**src/rtl/apb_master_req_if.sv**
```systemverilog
// apb_master_req_if
// Single-outstanding APB initiator: turns a valid/ready request into an APB
// SETUP/ACCESS transfer and returns read data / error status on a valid/ready
// response channel. A bounded PREADY timeout keeps a hung slave from stalling
// the requester.
module apb_master_req_if #(
    parameter int APB_ADDR_WIDTH = 12,
    parameter int TIMEOUT_CYCLES = 255
) (
    input  logic                      HCLK,
    input  logic                      HRESETn,
    // request channel
    input  logic                      req_valid,
    output logic                      req_ready,
    input  logic [APB_ADDR_WIDTH-1:0] req_addr,
    input  logic [31:0]               req_wdata,
    input  logic                      req_write,
    // response channel
    output logic                      rsp_valid,
    input  logic                      rsp_ready,
    output logic [31:0]               rsp_rdata,
    output logic                      rsp_err,
    output logic                      rsp_timeout,
    output logic                      busy,
    // APB master port
    output logic [APB_ADDR_WIDTH-1:0] PADDR,
    output logic [31:0]               PWDATA,
    output logic                      PWRITE,
    output logic                      PSEL,
    output logic                      PENABLE,
    input  logic [31:0]               PRDATA,
    input  logic                      PREADY,
    input  logic                      PSLVERR
);

    localparam logic [1:0] IDLE   = 2'd0;
    localparam logic [1:0] SETUP  = 2'd1;
    localparam logic [1:0] ACCESS = 2'd2;
    localparam logic [1:0] RESP   = 2'd3;

    // Counter must hold 0..TIMEOUT_CYCLES; keep at least one bit when disabled.
    localparam int CNT_RAW = $clog2(TIMEOUT_CYCLES + 1);
    localparam int CNT_W   = (CNT_RAW < 1) ? 1 : CNT_RAW;
    localparam bit TO_EN   = (TIMEOUT_CYCLES != 0);
    localparam logic [CNT_W-1:0] CNT_LAST = CNT_W'((TIMEOUT_CYCLES == 0) ? 0 : TIMEOUT_CYCLES - 1);
    localparam logic [CNT_W-1:0] CNT_MAX  = '1;
    // Word-align by masking rather than slicing so every request bit is consumed.
    localparam logic [APB_ADDR_WIDTH-1:0] ADDR_MASK = ~APB_ADDR_WIDTH'(3);

    logic [1:0]       state, state_nxt;
    logic [CNT_W-1:0] wait_cnt;
    logic             accept;
    logic             done_ok;
    logic             done_tout;

    assign accept    = (state == IDLE) && req_valid;
    assign done_ok   = (state == ACCESS) && PREADY;
    // Completion in the would-timeout cycle takes priority: PREADY gates this.
    assign done_tout = TO_EN && (state == ACCESS) && !PREADY && (wait_cnt == CNT_LAST);

    // Status outputs decode straight from the state flops.
    assign req_ready = (state == IDLE);
    assign rsp_valid = (state == RESP);
    assign busy      = (state != IDLE);

    // Next-state decode.
    always_comb begin
        state_nxt = state;
        case (state)
            IDLE:    if (req_valid) state_nxt = SETUP;
            SETUP:   state_nxt = ACCESS;
            ACCESS:  if (done_ok || done_tout) state_nxt = RESP;
            RESP:    if (rsp_ready) state_nxt = IDLE;
            default: state_nxt = IDLE;
        endcase
    end

    // State register.
    always_ff @(posedge HCLK or negedge HRESETn) begin
        if (!HRESETn) state <= IDLE;
        else          state <= state_nxt;
    end

    // ACCESS wait counter: cleared in SETUP, counts PREADY-low cycles, saturates.
    always_ff @(posedge HCLK or negedge HRESETn) begin
        if (!HRESETn) begin
            wait_cnt <= '0;
        end else if (state == SETUP) begin
            wait_cnt <= '0;
        end else if ((state == ACCESS) && !PREADY && (wait_cnt != CNT_MAX)) begin
            wait_cnt <= wait_cnt + 1'b1;
        end
    end

    // Address/data/direction latch only on request acceptance and hold afterwards.
    always_ff @(posedge HCLK or negedge HRESETn) begin
        if (!HRESETn) begin
            PADDR  <= '0;
            PWDATA <= '0;
            PWRITE <= 1'b0;
        end else if (accept) begin
            PADDR  <= req_addr & ADDR_MASK;
            PWDATA <= req_wdata;
            PWRITE <= req_write;
        end
    end

    // PSEL rises into SETUP, PENABLE into ACCESS; both drop when ACCESS ends.
    always_ff @(posedge HCLK or negedge HRESETn) begin
        if (!HRESETn) begin
            PSEL    <= 1'b0;
            PENABLE <= 1'b0;
        end else if (accept) begin
            PSEL    <= 1'b1;
            PENABLE <= 1'b0;
        end else if (done_ok || done_tout) begin
            PSEL    <= 1'b0;
            PENABLE <= 1'b0;
        end else if (state == SETUP) begin
            PENABLE <= 1'b1;
        end
    end

    // Response capture at the end of ACCESS; fields stay stable through RESP.
    always_ff @(posedge HCLK or negedge HRESETn) begin
        if (!HRESETn) begin
            rsp_rdata   <= '0;
            rsp_err     <= 1'b0;
            rsp_timeout <= 1'b0;
        end else if (done_ok) begin
            rsp_rdata   <= PWRITE ? 32'h0 : PRDATA;
            rsp_err     <= PSLVERR;
            rsp_timeout <= 1'b0;
        end else if (done_tout) begin
            rsp_rdata   <= 32'h0;
            rsp_err     <= 1'b1;
            rsp_timeout <= 1'b1;
        end
    end

endmodule
```
**config.mk**
```make
export PLATFORM = sky130hd
export DESIGN_NAME = apb_master_req_if
export DESIGN_NICKNAME = d
export VERILOG_FILES = /design/src/rtl/apb_master_req_if.sv
export SDC_FILE = /design/constraint.sdc
export NUM_CORES = 1
export LEC_CHECK = 0
export BUFFER_PORTS_ARGS = -buffer_cell sky130_fd_sc_hd__buf_2
export CORE_MARGIN = 4
export CORE_UTILIZATION = 46
export CTS_CLUSTER_DIAMETER = 150
export CTS_CLUSTER_SIZE = 40
export DETAILED_ROUTE_END_ITERATION = 8
export HOLD_SLACK_MARGIN = 0.03
export PLACE_DENSITY = 0.79
export SYNTH_ARGS = -nofsm -noshare
export SYNTH_HDL_FRONTEND = slang
export SYNTH_SLANG_ARGS = --single-unit
```
**constraint.sdc**
```tcl
create_clock -name HCLK -period 2.25 [get_ports HCLK]
set_input_delay 0.3375 -clock HCLK [delete_from_list [all_inputs] [get_ports HCLK]]
set_output_delay 0.3375 -clock HCLK [all_outputs]
set_load 0.005 [all_outputs]
```
# Word level (Yosys, flattened, before mapping)
# Index checks and enable logic that the tools add are counted.
[op_classes]
n_shift = 0
bitwise_logic = 0
multipliers = 0
mux = 17
reduce_logical = 14
div = 0
order_cmp = 0
eq_ne = 8
n_addsub = 1
[ops]
columns = ["operator", "n"]
rows = [
  ["$mux W32", 3],
  ["$mux W8", 2],
  ["$add A8 B1 Y8 const B", 1],
  ["$eq A8 B8 Y1 const B", 1],
  ["$mux W1", 8],
  ["$ne A8 B8 Y1 const B", 1],
  ["$pmux W2 S4", 1],
  ["$reduce_bool A2 Y1", 4],
  ["$mux W2", 3],
  ["$logic_and A1 B1 Y1", 5],
  ["$eq A2 B2 Y1 const B", 2],
  ["$ne A2 B2 Y1 const B", 2],
  ["$reduce_and A3 Y1", 1],
  ["$reduce_bool A3 Y1", 1],
  ["$eq A2 B1 Y1 const B", 1],
  ["$logic_not A2 Y1", 1],
  ["$ne A2 B1 Y1 const B", 1],
  ["$logic_not A1 Y1", 1],
  ["$logic_or A1 B1 Y1", 1],
]
[totals]
inputBits = 83
latch_bits = 0
output_inout_bits = 84
memories = 0
mem_bits_ro = 0
ff_bits = 89
ramBits = 0

# Longest topological paths before layout
[depth]
ltp_word = 6
depth_mapped = 7

# Least setup slack after synthesis
# No wires, ideal clock.
[synth_path]
path_type = "register to register"
start = "reg state[0]"
end = "reg PADDR[11]"
path_stages_with_launch = 6
period_less_slack_ns = 1.580
path_buffers = 1
required_time_ns = 2.125
t_arrival_ns = 1.455
slack_ns = 0.670
path_cell_list = "dfrtp_1 -> inv_1 -> ha_1 -> nand2_1 -> buf_2 -> mux2_2"
[synth_between]
elab_chain_len = 2
[synth_rtl]
columns = ["item", "line_no", "rtl"]
rows = [
  ["start: declaration", "50", "logic [1:0] state, state_nxt;"],
  ["start signal: assignment", "81", "else state <= state_nxt;"],
  ["$logic_not A2 Y1", "n/a", ""],
  ["via req_ready", "14", "output logic req_ready,"],
  ["$logic_and A1 B1 Y1", "56", "assign accept = (state == IDLE) && req_valid;"],
  ["end signal: assignment", "102", "PADDR <= req_addr & ADDR_MASK;"],
  ["end: declaration", "26", "output logic [APB_ADDR_WIDTH-1:0] PADDR,"],
]
# The timed path passes the listed nets, and every way through them passes these cells.
# A chain may end at the register's enable or synchronous reset.

# Final worst setup path
[layout_path]
start = "reg state[0]"
end = "reg wait_cnt[4]"
[layout_between]
elab_chain_len = 4
word_cells_on_any_way = 6
cone_classes = "eq/ne (2); mux (1); reduce/logical (3)"
[layout_rtl]
columns = ["item", "line_no", "rtl"]
rows = [
  ["$eq A2 B2 Y1", "90", "end else if ((state == ACCESS) && !PREADY && (wait_cnt != CNT_MAX)) begin"],
  ["$logic_and A1 B1 Y1 (2 in a row)", "90", ""],
  ["$reduce_bool A2 Y1 (no source line)", "n/a", ""],
  ["end signal: assignment", "91", "wait_cnt <= wait_cnt + 1'b1;"],
  ["end: declaration", "51", "logic [CNT_W-1:0] wait_cnt;"],
]
# Parallel ways exist; a longest one is shown, timed or not.

==> results.toml <==
[timing]
fmax_mhz = 582.3
setup_viol = 0
whs_ns = 0.2185
setup_ws_ns = 0.5327
finClkSkew_ns = 0.01014
rsz0062_at_grt = "false"
hold_violations = 0
fin_crit_ns = 1.717
fin_setup_tns_ns = 0
slew_viol_final = 0
min_period_over_period = 0.7633

[cts]
cts_resized = 0
clock_path_buffers = 2
cts_tree = "yes"
htree_num_levels = 3
clockRootBuffer = "clkbuf_8"
cts_sinks = 89
clkLatencyLatePin_ns = 0.34
postCtsHoldBufs = 1
cts_buffers = 9
post_cts_buffers = 0
clkTransAtPathRegs_ns = 0.09

[setup_path]
crit_buf_inv = 1
cp-end-kind = "flip-flop"
start_kind = "flip-flop"
r2r_end = "wait_cnt[4]"
crit_chain = "inv_1 > ha_1 > nand3b_1 > a311oi_1 > xnor2_1 > nor2_1"
critical-path-top-delay-family = "flip-flops"
crit_start = "state[0]"
required_ns = 2.46
slowest_stage = "dfrtp_1"
reg2reg_depth = 6
r2r-start = "state[0]"
max_stage_delay_ns = 0.42
ff2ff_setup_slack_ns = 0.53
path_max_fanout = 8
critPathArrivalTime_ns = 1.93
crit_type = "flip-flop to flip-flop"

[hold_path]
min_delay_worst_endpoint = "rsp_rdata[28]"
holdPathStages = 2
hp-start = "PRDATA[28]"
hp-class = "input port to flip-flop"

[die]
die-width_um = 95.46
dieArea_sq_um = 9112
core_sq_um = 7331
fp-row-count = 31
io_pins = 167
die_h_um = 95.46
initial_core_util = 0.4799

[grt]
met3_usage = 0.05604
grt_pass1_vias = 2641
use_met1 = 0.2110
grt_pass1_wl_mm = 12.31
grt.busiest_layer = "met2"
antenna_found_initial = 0
grt_max_degree = 45
grtUsageMet2 = 0.3020
grt_use_total = 0.1772
grt-ovfl-total = 0

[drt]
vias = 2533
wirelength_mm = 7.852
drt_iter0_markers = 86
postRouteAntennaNets = 0
via_per_inst = 4.957
drt-wirelength-per-cell_um = 15.37
dr.pass1.iters = 4
drc_errors = 0

[status]
status = "completed"

[cells_and_area]
area_growth_pct = 33.50
nets = 496
drive_above_1_share = 0.5680
layout.cells.non_filler = 511
diodes = 0

[yosys]
yosysSeqAreaShare = 0.6330
yosys.cell_types.count = 35
avgSynthCellArea_sq_um = 14.66
synth_edf_count = 0
syn_inst = 240
postSynth.asyncResetShare = 1.000
synth_warnings = 0
synth_ff_type = "dfrtp_1"
yosys_register_bits = 89
synth_area_sq_um = 3518

[place]
port_buffers = 162
place_ws_ns = 0.5384
dpl.hpwl_mm = 5.988
place_inst = 494
gp_congestion = 0.7827

[power_and_ir_drop]
powerDensity_nw_per_um2 = 1306
ir_drop_uv = 582.9
p_leak_nw = 2.447
finalPower_mw = 6.132

[job]
max_cap_viol_count = 0
## report_power, final
part	total (mW)	internal (mW)	switching (mW)
clock network	1.21	0.687	0.523
logic	2.23	1.29	0.945
registers	2.69	2.32	0.367
## area by class of cell
cell class                 instances  area, sq um
clock buffer                      12        155.1
fill                             576         2634
sequential                        89         2227
inverter                           7        26.28
tap                               99        123.9
multi-input combinational        131         1184
clock inverter                     4        75.07
timing repair buffer             169        905.9
## sequential cells by signal, indices dropped and copies added, names as in the netlist
register / cells
rsp_err: 1
rsp_timeout: 1
wait_cnt: 8
PSEL: 1
PENABLE: 1
PWRITE: 1
PADDR: 10
rsp_rdata: 32
state: 2
PWDATA: 32
## how the worst max path moves through the flow
| stage | depth (start not counted) | end |
|---|---|---|
| after floorplan | 5 | PADDR[11] |
| after global placement | 6 | wait_cnt[6] |
| after detailed placement | 6 | wait_cnt[6] |
| after CTS | 6 | wait_cnt[6] |
| after global routing | 6 | wait_cnt[6] |
| final | 6 | wait_cnt[4] |
## placed cells by master (no fill, tap or decap), types with 3 or more instances in the layout
cell	Yosys	final
buf_2	6	161
dfrtp_1	89	89
mux2_2	44	44
a22o_1	33	33
clkbuf_8	0	11
nor2_1	9	8
inv_1	7	7
ha_1	6	6
a21oi_1	5	5
xnor2_1	5	5
buf_4	2	4
nand2_1	4	3
buf_12	0	3
## cells by family (layout without fill, tap and decap cells)
| group | after synthesis | after routing | share of synthesized area |
|---|---|---|---|
| flip-flops | 89 | 89 | 0.6330 |
| AO/OA/AOI/OAI | 47 | 47 | 0.1145 |
| multiplexers | 44 | 44 | 0.1408 |
| AND/OR/NAND/NOR | 25 | 25 | 0.03877 |
| buffers and inverters | 21 | 192 | 0.03307 |
| XOR/XNOR | 7 | 7 | 0.01743 |
| adder cells (fa/ha/maj) | 6 | 6 | 0.02134 |
| other | 1 | 2 | 0.001066 |
## synth_stat cells (all sizes together), types with 2 or more instances
cell type,instances,area share
dfrtp,89,0.63
mux2,44,0.14
a22o,33,0.082
buf,12,0.023
nor2,9,0.0096
inv,7,0.0075
ha,6,0.021
a21oi,5,0.0071
xnor2,5,0.012
nand2,4,0.0043
clkbuf,2,0.0021
nand3,2,0.0028
nand4,2,0.0036
xor2,2,0.0050
## routing by layer
metal / share of wire / up-vias
met5: 0 / -
met2: 0.50 / 122
li1: - / 1204
met4: 0.013 / 0
met1: 0.38 / 1198
met3: 0.10 / 9
## worst reg2reg max path, delay by kind of cell (launching register included)
family	cells	cell delay, ns
AOI/OAI and AO/OA	1	0.34
buffers and inverters	1	0.09
DFF	1	0.42
adders and majority gates	1	0.34
xor gates and xnor gates	1	0.16
and+or+nand+nor	2	0.24
## through the flow
step | area, sq um | utilization
2_1_floorplan | 3522 | -
3_3_place_gp | 4457 | 0.6080
3_5_place_dp | 4457 | 0.6080
4_1_cts | 4697 | 0.6407
5_1_grt | 4697 | 0.6407
6_report | 4697 | 0.6407
Power figures use the tool's default switching activity.
